**src/rtl/dmem_arb_pkg.sv**
```systemverilog
// Shared types for the s4 data-memory port arbiter: arbiter state, read owner and the
// per-requester access bundle that is muxed onto the memory port.
package dmem_arb_pkg;

    localparam int unsigned MAX_AW = 32;
    localparam int unsigned DATA_W = 32;
    localparam int unsigned BE_W   = DATA_W / 8;

    typedef enum logic {
        NORMAL,
        LOCKED
    } arb_state_e;

    typedef enum logic {
        OWN_CPU,
        OWN_LDR
    } owner_e;

    // Address is carried at the widest supported width; the top narrows it back to AW.
    typedef struct packed {
        logic              we;
        logic [MAX_AW-1:0] addr;
        logic [DATA_W-1:0] wdata;
        logic [BE_W-1:0]   be;
    } mem_req_t;

    function automatic mem_req_t mk_req(input logic              we,
                                        input logic [MAX_AW-1:0] addr,
                                        input logic [DATA_W-1:0] wdata,
                                        input logic [BE_W-1:0]   be);
        mem_req_t r;
        r.we    = we;
        r.addr  = addr;
        r.wdata = wdata;
        r.be    = be;
        return r;
    endfunction

endpackage

```
**src/rtl/dmem_port_arbiter_if.sv**
```systemverilog
// Bundle of the CPU, loader and memory-side signals around the data-memory arbiter.
// The arbiter takes the slave view; requesters and the memory take the master view.
interface dmem_port_arbiter_if #(
    parameter int unsigned AW = 12
);
    logic          cpu_req;
    logic          cpu_we;
    logic [AW-1:0] cpu_addr;
    logic [31:0]   cpu_wdata;
    logic [3:0]    cpu_be;
    logic          cpu_gnt;
    logic          cpu_stall;
    logic          cpu_rvalid;
    logic [31:0]   cpu_rdata;

    logic          ldr_req;
    logic          ldr_we;
    logic          ldr_lock;
    logic [AW-1:0] ldr_addr;
    logic [31:0]   ldr_wdata;
    logic [3:0]    ldr_be;
    logic          ldr_gnt;
    logic          ldr_rvalid;
    logic [31:0]   ldr_rdata;

    logic          mem_en;
    logic          mem_we;
    logic [AW-1:0] mem_addr;
    logic [31:0]   mem_wdata;
    logic [3:0]    mem_be;
    logic [31:0]   mem_rdata;

    modport slave (
        input  cpu_req, cpu_we, cpu_addr, cpu_wdata, cpu_be,
        output cpu_gnt, cpu_stall, cpu_rvalid, cpu_rdata,
        input  ldr_req, ldr_we, ldr_lock, ldr_addr, ldr_wdata, ldr_be,
        output ldr_gnt, ldr_rvalid, ldr_rdata,
        output mem_en, mem_we, mem_addr, mem_wdata, mem_be,
        input  mem_rdata
    );

    modport master (
        output cpu_req, cpu_we, cpu_addr, cpu_wdata, cpu_be,
        input  cpu_gnt, cpu_stall, cpu_rvalid, cpu_rdata,
        output ldr_req, ldr_we, ldr_lock, ldr_addr, ldr_wdata, ldr_be,
        input  ldr_gnt, ldr_rvalid, ldr_rdata,
        input  mem_en, mem_we, mem_addr, mem_wdata, mem_be,
        output mem_rdata
    );

endinterface

```
**src/rtl/dmem_arb_age_cnt.sv**
```systemverilog
// Saturating count of consecutive cycles the loader has been denied; expired bounds
// how long the CPU may keep the loader starved.
module dmem_arb_age_cnt #(
    parameter int unsigned MAX_WAIT = 8
) (
    input  logic clk,
    input  logic rst,
    input  logic inc,
    input  logic clr,
    output logic expired
);

    logic [7:0] cnt_q, cnt_d;

    always_comb begin
        cnt_d = cnt_q;
        if (clr) begin
            cnt_d = '0;
        end else if (inc && (cnt_q != 8'(MAX_WAIT))) begin
            cnt_d = cnt_q + 8'd1;
        end
    end

    always_ff @(posedge clk) begin
        if (rst) begin
            cnt_q <= '0;
        end else begin
            cnt_q <= cnt_d;
        end
    end

    assign expired = (cnt_q == 8'(MAX_WAIT));

endmodule

```
**src/rtl/dmem_port_arbiter.sv**
```systemverilog
// Shares the single-port s4 data memory between the CPU (priority) and the loader/debug
// port, with loader aging, burst lock and a one-cycle registered read-return path.
module dmem_port_arbiter #(
    parameter int unsigned AW       = 12,
    parameter int unsigned MAX_WAIT = 8
) (
    input logic               clk,
    input logic               rst,
    dmem_port_arbiter_if.slave bus
);
    import dmem_arb_pkg::*;

    arb_state_e state_q, state_d;
    owner_e     rd_owner_q, rd_owner_d;
    logic       rd_pend_q, rd_pend_d;
    logic       cpu_gnt, ldr_gnt;
    logic       age_inc, age_clr, expired;
    mem_req_t   cpu_r, ldr_r, sel;
    logic       unused_addr;

    dmem_arb_age_cnt #(
        .MAX_WAIT(MAX_WAIT)
    ) u_age_cnt (
        .clk    (clk),
        .rst    (rst),
        .inc    (age_inc),
        .clr    (age_clr),
        .expired(expired)
    );

    // Grants are purely combinational so the issue path adds no latency.
    always_comb begin
        cpu_gnt = 1'b0;
        ldr_gnt = 1'b0;
        state_d = state_q;
        if (!rst) begin
            case (state_q)
                NORMAL: begin
                    ldr_gnt = bus.ldr_req && (!bus.cpu_req || expired);
                    cpu_gnt = bus.cpu_req && !ldr_gnt;
                    if (ldr_gnt && bus.ldr_lock) begin
                        state_d = LOCKED;
                    end
                end
                LOCKED: begin
                    ldr_gnt = bus.ldr_req;
                    cpu_gnt = bus.cpu_req && !bus.ldr_req;
                    if (!bus.ldr_req || !bus.ldr_lock) begin
                        state_d = NORMAL;
                    end
                end
                default: state_d = NORMAL;
            endcase
        end
    end

    assign age_inc = bus.ldr_req && !ldr_gnt;
    assign age_clr = ldr_gnt || !bus.ldr_req;

    always_comb begin
        cpu_r = mk_req(bus.cpu_we, MAX_AW'(bus.cpu_addr), bus.cpu_wdata, bus.cpu_be);
        ldr_r = mk_req(bus.ldr_we, MAX_AW'(bus.ldr_addr), bus.ldr_wdata, bus.ldr_be);
        sel   = ldr_gnt ? ldr_r : cpu_r;
    end

    assign bus.mem_en    = cpu_gnt | ldr_gnt;
    assign bus.mem_we    = bus.mem_en & sel.we;
    assign bus.mem_be    = bus.mem_en ? sel.be : 4'b0000;
    assign bus.mem_addr  = sel.addr[AW-1:0];
    assign bus.mem_wdata = sel.wdata;
    assign unused_addr   = ^sel.addr;

    assign rd_pend_d  = bus.mem_en && !sel.we;
    assign rd_owner_d = ldr_gnt ? OWN_LDR : OWN_CPU;

    always_ff @(posedge clk) begin
        if (rst) begin
            state_q    <= NORMAL;
            rd_pend_q  <= 1'b0;
            rd_owner_q <= OWN_CPU;
        end else begin
            state_q    <= state_d;
            rd_pend_q  <= rd_pend_d;
            rd_owner_q <= rd_owner_d;
        end
    end

    // Masking with rst drops a read that was in flight when reset arrived.
    assign bus.cpu_gnt    = cpu_gnt;
    assign bus.ldr_gnt    = ldr_gnt;
    assign bus.cpu_stall  = bus.cpu_req && !cpu_gnt && !rst;
    assign bus.cpu_rvalid = rd_pend_q && (rd_owner_q == OWN_CPU) && !rst;
    assign bus.ldr_rvalid = rd_pend_q && (rd_owner_q == OWN_LDR) && !rst;
    assign bus.cpu_rdata  = bus.mem_rdata;
    assign bus.ldr_rdata  = bus.mem_rdata;

    no_double_issue: assert property (@(posedge clk) !(cpu_gnt && ldr_gnt));

endmodule

```
**src/flat_wrapper.sv**
```systemverilog
// flat-port wrapper written by rule: the top's interface ports become plain ports
module dmem_port_arbiter_flat import dmem_arb_pkg::*;
#(
    parameter int unsigned AW       = 12,
    parameter int unsigned MAX_WAIT = 8
)
  (clk, rst, bus_cpu_req, bus_cpu_we, bus_cpu_addr, bus_cpu_wdata, bus_cpu_be, bus_cpu_gnt, bus_cpu_stall, bus_cpu_rvalid, bus_cpu_rdata, bus_ldr_req, bus_ldr_we, bus_ldr_lock, bus_ldr_addr, bus_ldr_wdata, bus_ldr_be, bus_ldr_gnt, bus_ldr_rvalid, bus_ldr_rdata, bus_mem_en, bus_mem_we, bus_mem_addr, bus_mem_wdata, bus_mem_be, bus_mem_rdata);
  dmem_port_arbiter_if #(.AW(AW)) bus_i ();
  input logic clk;
  input logic rst;
  input wire logic [$bits(bus_i.cpu_req)-1:0] bus_cpu_req;
  input wire logic [$bits(bus_i.cpu_we)-1:0] bus_cpu_we;
  input wire logic [$bits(bus_i.cpu_addr)-1:0] bus_cpu_addr;
  input wire logic [$bits(bus_i.cpu_wdata)-1:0] bus_cpu_wdata;
  input wire logic [$bits(bus_i.cpu_be)-1:0] bus_cpu_be;
  output wire logic [$bits(bus_i.cpu_gnt)-1:0] bus_cpu_gnt;
  output wire logic [$bits(bus_i.cpu_stall)-1:0] bus_cpu_stall;
  output wire logic [$bits(bus_i.cpu_rvalid)-1:0] bus_cpu_rvalid;
  output wire logic [$bits(bus_i.cpu_rdata)-1:0] bus_cpu_rdata;
  input wire logic [$bits(bus_i.ldr_req)-1:0] bus_ldr_req;
  input wire logic [$bits(bus_i.ldr_we)-1:0] bus_ldr_we;
  input wire logic [$bits(bus_i.ldr_lock)-1:0] bus_ldr_lock;
  input wire logic [$bits(bus_i.ldr_addr)-1:0] bus_ldr_addr;
  input wire logic [$bits(bus_i.ldr_wdata)-1:0] bus_ldr_wdata;
  input wire logic [$bits(bus_i.ldr_be)-1:0] bus_ldr_be;
  output wire logic [$bits(bus_i.ldr_gnt)-1:0] bus_ldr_gnt;
  output wire logic [$bits(bus_i.ldr_rvalid)-1:0] bus_ldr_rvalid;
  output wire logic [$bits(bus_i.ldr_rdata)-1:0] bus_ldr_rdata;
  output wire logic [$bits(bus_i.mem_en)-1:0] bus_mem_en;
  output wire logic [$bits(bus_i.mem_we)-1:0] bus_mem_we;
  output wire logic [$bits(bus_i.mem_addr)-1:0] bus_mem_addr;
  output wire logic [$bits(bus_i.mem_wdata)-1:0] bus_mem_wdata;
  output wire logic [$bits(bus_i.mem_be)-1:0] bus_mem_be;
  input wire logic [$bits(bus_i.mem_rdata)-1:0] bus_mem_rdata;
  assign bus_i.cpu_req = bus_cpu_req;
  assign bus_i.cpu_we = bus_cpu_we;
  assign bus_i.cpu_addr = bus_cpu_addr;
  assign bus_i.cpu_wdata = bus_cpu_wdata;
  assign bus_i.cpu_be = bus_cpu_be;
  assign bus_cpu_gnt = bus_i.cpu_gnt;
  assign bus_cpu_stall = bus_i.cpu_stall;
  assign bus_cpu_rvalid = bus_i.cpu_rvalid;
  assign bus_cpu_rdata = bus_i.cpu_rdata;
  assign bus_i.ldr_req = bus_ldr_req;
  assign bus_i.ldr_we = bus_ldr_we;
  assign bus_i.ldr_lock = bus_ldr_lock;
  assign bus_i.ldr_addr = bus_ldr_addr;
  assign bus_i.ldr_wdata = bus_ldr_wdata;
  assign bus_i.ldr_be = bus_ldr_be;
  assign bus_ldr_gnt = bus_i.ldr_gnt;
  assign bus_ldr_rvalid = bus_i.ldr_rvalid;
  assign bus_ldr_rdata = bus_i.ldr_rdata;
  assign bus_mem_en = bus_i.mem_en;
  assign bus_mem_we = bus_i.mem_we;
  assign bus_mem_addr = bus_i.mem_addr;
  assign bus_mem_wdata = bus_i.mem_wdata;
  assign bus_mem_be = bus_i.mem_be;
  assign bus_i.mem_rdata = bus_mem_rdata;
  dmem_port_arbiter #(.AW(AW), .MAX_WAIT(MAX_WAIT)) u_core (.clk(clk), .rst(rst), .bus(bus_i));
endmodule
```
**config.mk**
```make
export PLATFORM = sky130hd
export DESIGN_NAME = dmem_port_arbiter_flat
export DESIGN_NICKNAME = d
export VERILOG_FILES = /design/src/rtl/dmem_arb_pkg.sv /design/src/rtl/dmem_port_arbiter_if.sv /design/src/rtl/dmem_arb_age_cnt.sv /design/src/rtl/dmem_port_arbiter.sv /design/src/flat_wrapper.sv
export SDC_FILE = /design/constraint.sdc
export NUM_CORES = 1
export LEC_CHECK = 0
export CORE_AREA = 5 5 96 98
export CTS_CLUSTER_DIAMETER = 40
export CTS_CLUSTER_SIZE = 25
export DETAILED_ROUTE_END_ITERATION = 6
export DIE_AREA = 0 0 101 103
export PLACE_DENSITY = 0.75
export SYNTH_ARGS = -nofsm -noshare
export SYNTH_HDL_FRONTEND = slang
export SYNTH_SLANG_ARGS = --single-unit
```
**constraint.sdc**
```tcl
create_clock -name clk -period 6.18 [get_ports clk]
set_clock_uncertainty 0.2 [all_clocks]
set_input_delay 1.236 -clock clk [delete_from_list [all_inputs] [get_ports clk]]
set_output_delay 1.236 -clock clk [all_outputs]
set_load 0.1 [all_outputs]
```
==> results <==
- Setup total negative slack on the finished layout was measured at 0 ps.
- The starting utilization of the core area is 21.5%.
- The data required time of the worst path is ~4700 ps.
- The initial antenna violation count is 0.
- The wire length of the first global-routing pass is around 10000 um.
- The worst hold margin is 274 ps.
- Buffers inserted during clock tree synthesis total 3.
- The final layout contains 417 nets.
- The later pin in the worst-skew pair is clocked with a latency of approximately 240 ps.
- The area overhead of the layout relative to synthesis is 59.2%.
- After detailed placement, the total cell area comes to 2820 sq um.
- The remaining max-slew budget at the tightest pin is between 30% and 40%.
- The routed length on met2 is ~3500 um.
- The layout has roughly 860 filler cells.
- STA classifies the critical path startpoint as an input pin.
- The number of max-cap violations is 0.
- TritonCTS built the clock tree.
- The proportion of synthesized flip-flops having asynchronous set or reset is 0%.
- The total overflow left after global routing is 0.
- The run finished with clean final reports.
- Summed over all instances, the cell type with the most area after synthesis is sky130_fd_sc_hd__buf_4.
- The number of cells produced by synthesis is ~190.
- For this run, the number of Yosys warnings is 0.
- The fraction of the yosys area taken by sequential cells is 12.2%.
- After detailed routing, the number of remaining DRC violations is 0.
- Yosys attributes the largest share of cell area to sky130_fd_sc_hd__buf_4, sky130_fd_sc_hd__mux2_4, sky130_fd_sc_hd__dfxtp_1.
- The pin count of the biggest net entering global routing is 28.
- The flip-flop cell with the highest count after synthesis is sky130_fd_sc_hd__dfxtp_1.
- The die span in x is roughly 100 um.
- roughly 250 I/O pins were placed.
- The number of slew-limit violations in the final report is 0.
- By count the netlist is led by sky130_fd_sc_hd__buf_4, sky130_fd_sc_hd__mux2_4, sky130_fd_sc_hd__mux2_2.
- Dividing the detail-routed via count by the number of cells gives roughly 4.2.
- Power spread over the standard cell area amounts to approximately 170 nW/um^2.
- Setup repair after global routing left no endpoint under its margin.
- The met3 layer wire length in the routed design is a little under 1000 um.
- The clock-pin slew on the worst setup and hold paths is about 50 ps.
- The number of global-route vias before repair was 1801.
- Detailed placement finished with a half-perimeter wire length of approximately 6200 um.
- The highest fanout seen on the critical path is 13.
- In this run, post-CTS hold repair placed 0 buffers.
- The tightest min-delay check is of the reg -> reg type.
- The static power due to leakage is between 1 and 1.5 nW.
- The hold violation count in the final report is 0.
- The synthesized design contains 0 enable-type register cells.
- The violation count after the first detailed-routing iteration is 31.
- The final-report setup violation count is 0.
- IR analysis of the VDD net gives a maximum drop of roughly 0.092 mV.
- CTS placed an instance of sky130_fd_sc_hd__clkbuf_8 at the clock tree root.
- The met1 wire length is around 2600 um.
- The number of buffers added on ports is 157.
- The number of distinct library cells after synthesis is 30.
- The number of routed nets with antenna violations is 0.
- The dominant cell by count in the synthesized netlist is sky130_fd_sc_hd__buf_4.
- The final critical path takes up roughly 80% of the cycle.
- After layout, the minimum clock period comes to roughly 5000 ps.
- The H-tree depth is 1.
- Counting every net in the synthesized netlist gives approximately 320.
- The full die area is roughly 10000 sq um.
- After synthesis the cells add up to about 1800 sq um.
- The overall routing resource usage is between 10% and 20%.
- Synthesis inferred 11 register bits.
- The diode insertion count for antenna repair is 0.
- The highest metal layer with signal wires is met4.
- The finished cells cover 2870 sq um.
- The post-route netlist has between 30% and 40% of its cells at a drive strength greater than 1.
- The design draws approximately 0.5 mW.
- The average detailed-routed wire length per instance is about 19 um.
- The vias after detailed routing is about 1600.
- A synthesized cell averages 9.63 sq um.
- The number of buffers added for setup after CTS is 0.
- The floorplan has 34 rows.
- Measured along the y axis, the die boundary spans slightly above 100 um.
- The floorplan step defined a core boundary enclosing around 8400 sq um.
- The share of synthesized area in the top cell type comes to roughly 27%.
- The clock drives 11 sinks.
- At the pin with the least slew margin, the transition time is just under 1000 ps.
- After clock tree synthesis, the repair step resized 0 gates.
- The worst setup path is captured at a primary output.
- The maximum buffer depth of the clock tree is 2.
- The setup path with the least slack is of type in -> out.
- For the worst setup path, the data arrival time is about 3600 ps.
- For this block, the routed nets add up to 7180 um of wire.
- At the end of routability-driven placement, the weighted congestion stood at about 0.79.
- The first-pass detailed-route iteration total is 4.
- Static timing analysis puts the maximum clock frequency at ~200 MHz.
- At the end of the flow the core is filled with cells to between 30% and 40%.
[layout make-up]
type | instances | area (sq um) | share of cell area (%)
multi-input cells | 101 | 993 | 34.7
repair buffers | 159 | 1460 | 50.8
clock inverters | 1 | 5.00 | 0.175
clock buffers | 3 | 41.3 | 1.44
well taps | 108 | 135 | 4.71
inverters | 4 | 15.0 | 0.524
flip-flops and latches | 11 | 220 | 7.68
[sequential cells by signal (all words and copies together), names as in the netlist]
name / flops
u_core.state_q: 1
u_core.u_age_cnt.cnt_q: 8
u_core.rd_owner_q: 1
u_core.rd_pend_q: 1
[critical path, cell delays in order]
cell and delay (ps):
sky130_fd_sc_hd__clkdlybuf4s50_1 580, sky130_fd_sc_hd__or4b_1 460, sky130_fd_sc_hd__o2bb2ai_1 660, sky130_fd_sc_hd__nor3b_1 130
sky130_fd_sc_hd__a31o_2 240, sky130_fd_sc_hd__buf_4 230
[path summary, 6_finish.rpt]
path | from | endpoint | slack (ps) | cells past startpoint
max | bus_ldr_req | bus_mem_be[2] | 1200 | 6
min | u_core.u_age_cnt.cnt_q[0] | u_core.u_age_cnt.cnt_q[0] | 270 | 1
max reg2reg | u_core.u_age_cnt.cnt_q[0] | u_core.state_q | 4000 | 7
min reg2reg | u_core.u_age_cnt.cnt_q[0] | u_core.u_age_cnt.cnt_q[0] | 270 | 1
[kinds of logic after synthesis]
family,synth area share [%]
multiplexers,33.1
AO/OA/AOI/OAI,6.60
adder cells (fa/ha/maj),1.39
XOR/XNOR,2.92
buffers and inverters,32.6
flip-flops,12.2
AND/OR/NAND/NOR,11.1
[metrics by stage]
| stage | setup WS, ps | std cells |
|---|---|---|
| 2_1_floorplan | 1300 | 187 |
| 3_3_place_gp | 1270 | 383 |
| 3_5_place_dp | 1180 | 383 |
| 4_1_cts | 1180 | 387 |
| 5_1_grt | 958 | 387 |
| 6_report | 1200 | 387 |
[placed cells by master, fill, tap and decap left out, types with 2 or more instances in the layout]
cell type	Yosys	layout
sky130_fd_sc_hd__nand4_1	3	3
sky130_fd_sc_hd__nor2_1	12	12
sky130_fd_sc_hd__a211oi_1	2	2
sky130_fd_sc_hd__xor2_1	2	2
sky130_fd_sc_hd__and2_1	3	3
sky130_fd_sc_hd__a21oi_1	2	2
sky130_fd_sc_hd__nand2_1	4	4
sky130_fd_sc_hd__xnor2_1	4	4
sky130_fd_sc_hd__and3_1	2	2
sky130_fd_sc_hd__clkdlybuf4s50_1	0	105
sky130_fd_sc_hd__dfxtp_1	11	11
sky130_fd_sc_hd__o2111ai_1	2	2
sky130_fd_sc_hd__inv_1	4	4
sky130_fd_sc_hd__a31o_2	5	5
sky130_fd_sc_hd__buf_4	65	54
sky130_fd_sc_hd__ha_1	2	2
sky130_fd_sc_hd__mux2_4	27	27
sky130_fd_sc_hd__nor3b_1	6	6
sky130_fd_sc_hd__mux2_2	17	17
sky130_fd_sc_hd__clkbuf_8	0	3
[routing by layer]
layer  up-vias  global-route usage [%]
li1        764                       -
met1       712                    13.9
met2       136                    22.6
met3         4                    5.35
met4         0                    1.53
met5         -                       0
[power breakdown]
| part | internal, mW | switching (mW) |
|---|---|---|
| Sequential | 0.0723 | 0.000807 |
| Combinational | 0.119 | 0.230 |
| Clock | 0.0442 | 0.0261 |
Power figures use the tool's default switching activity.
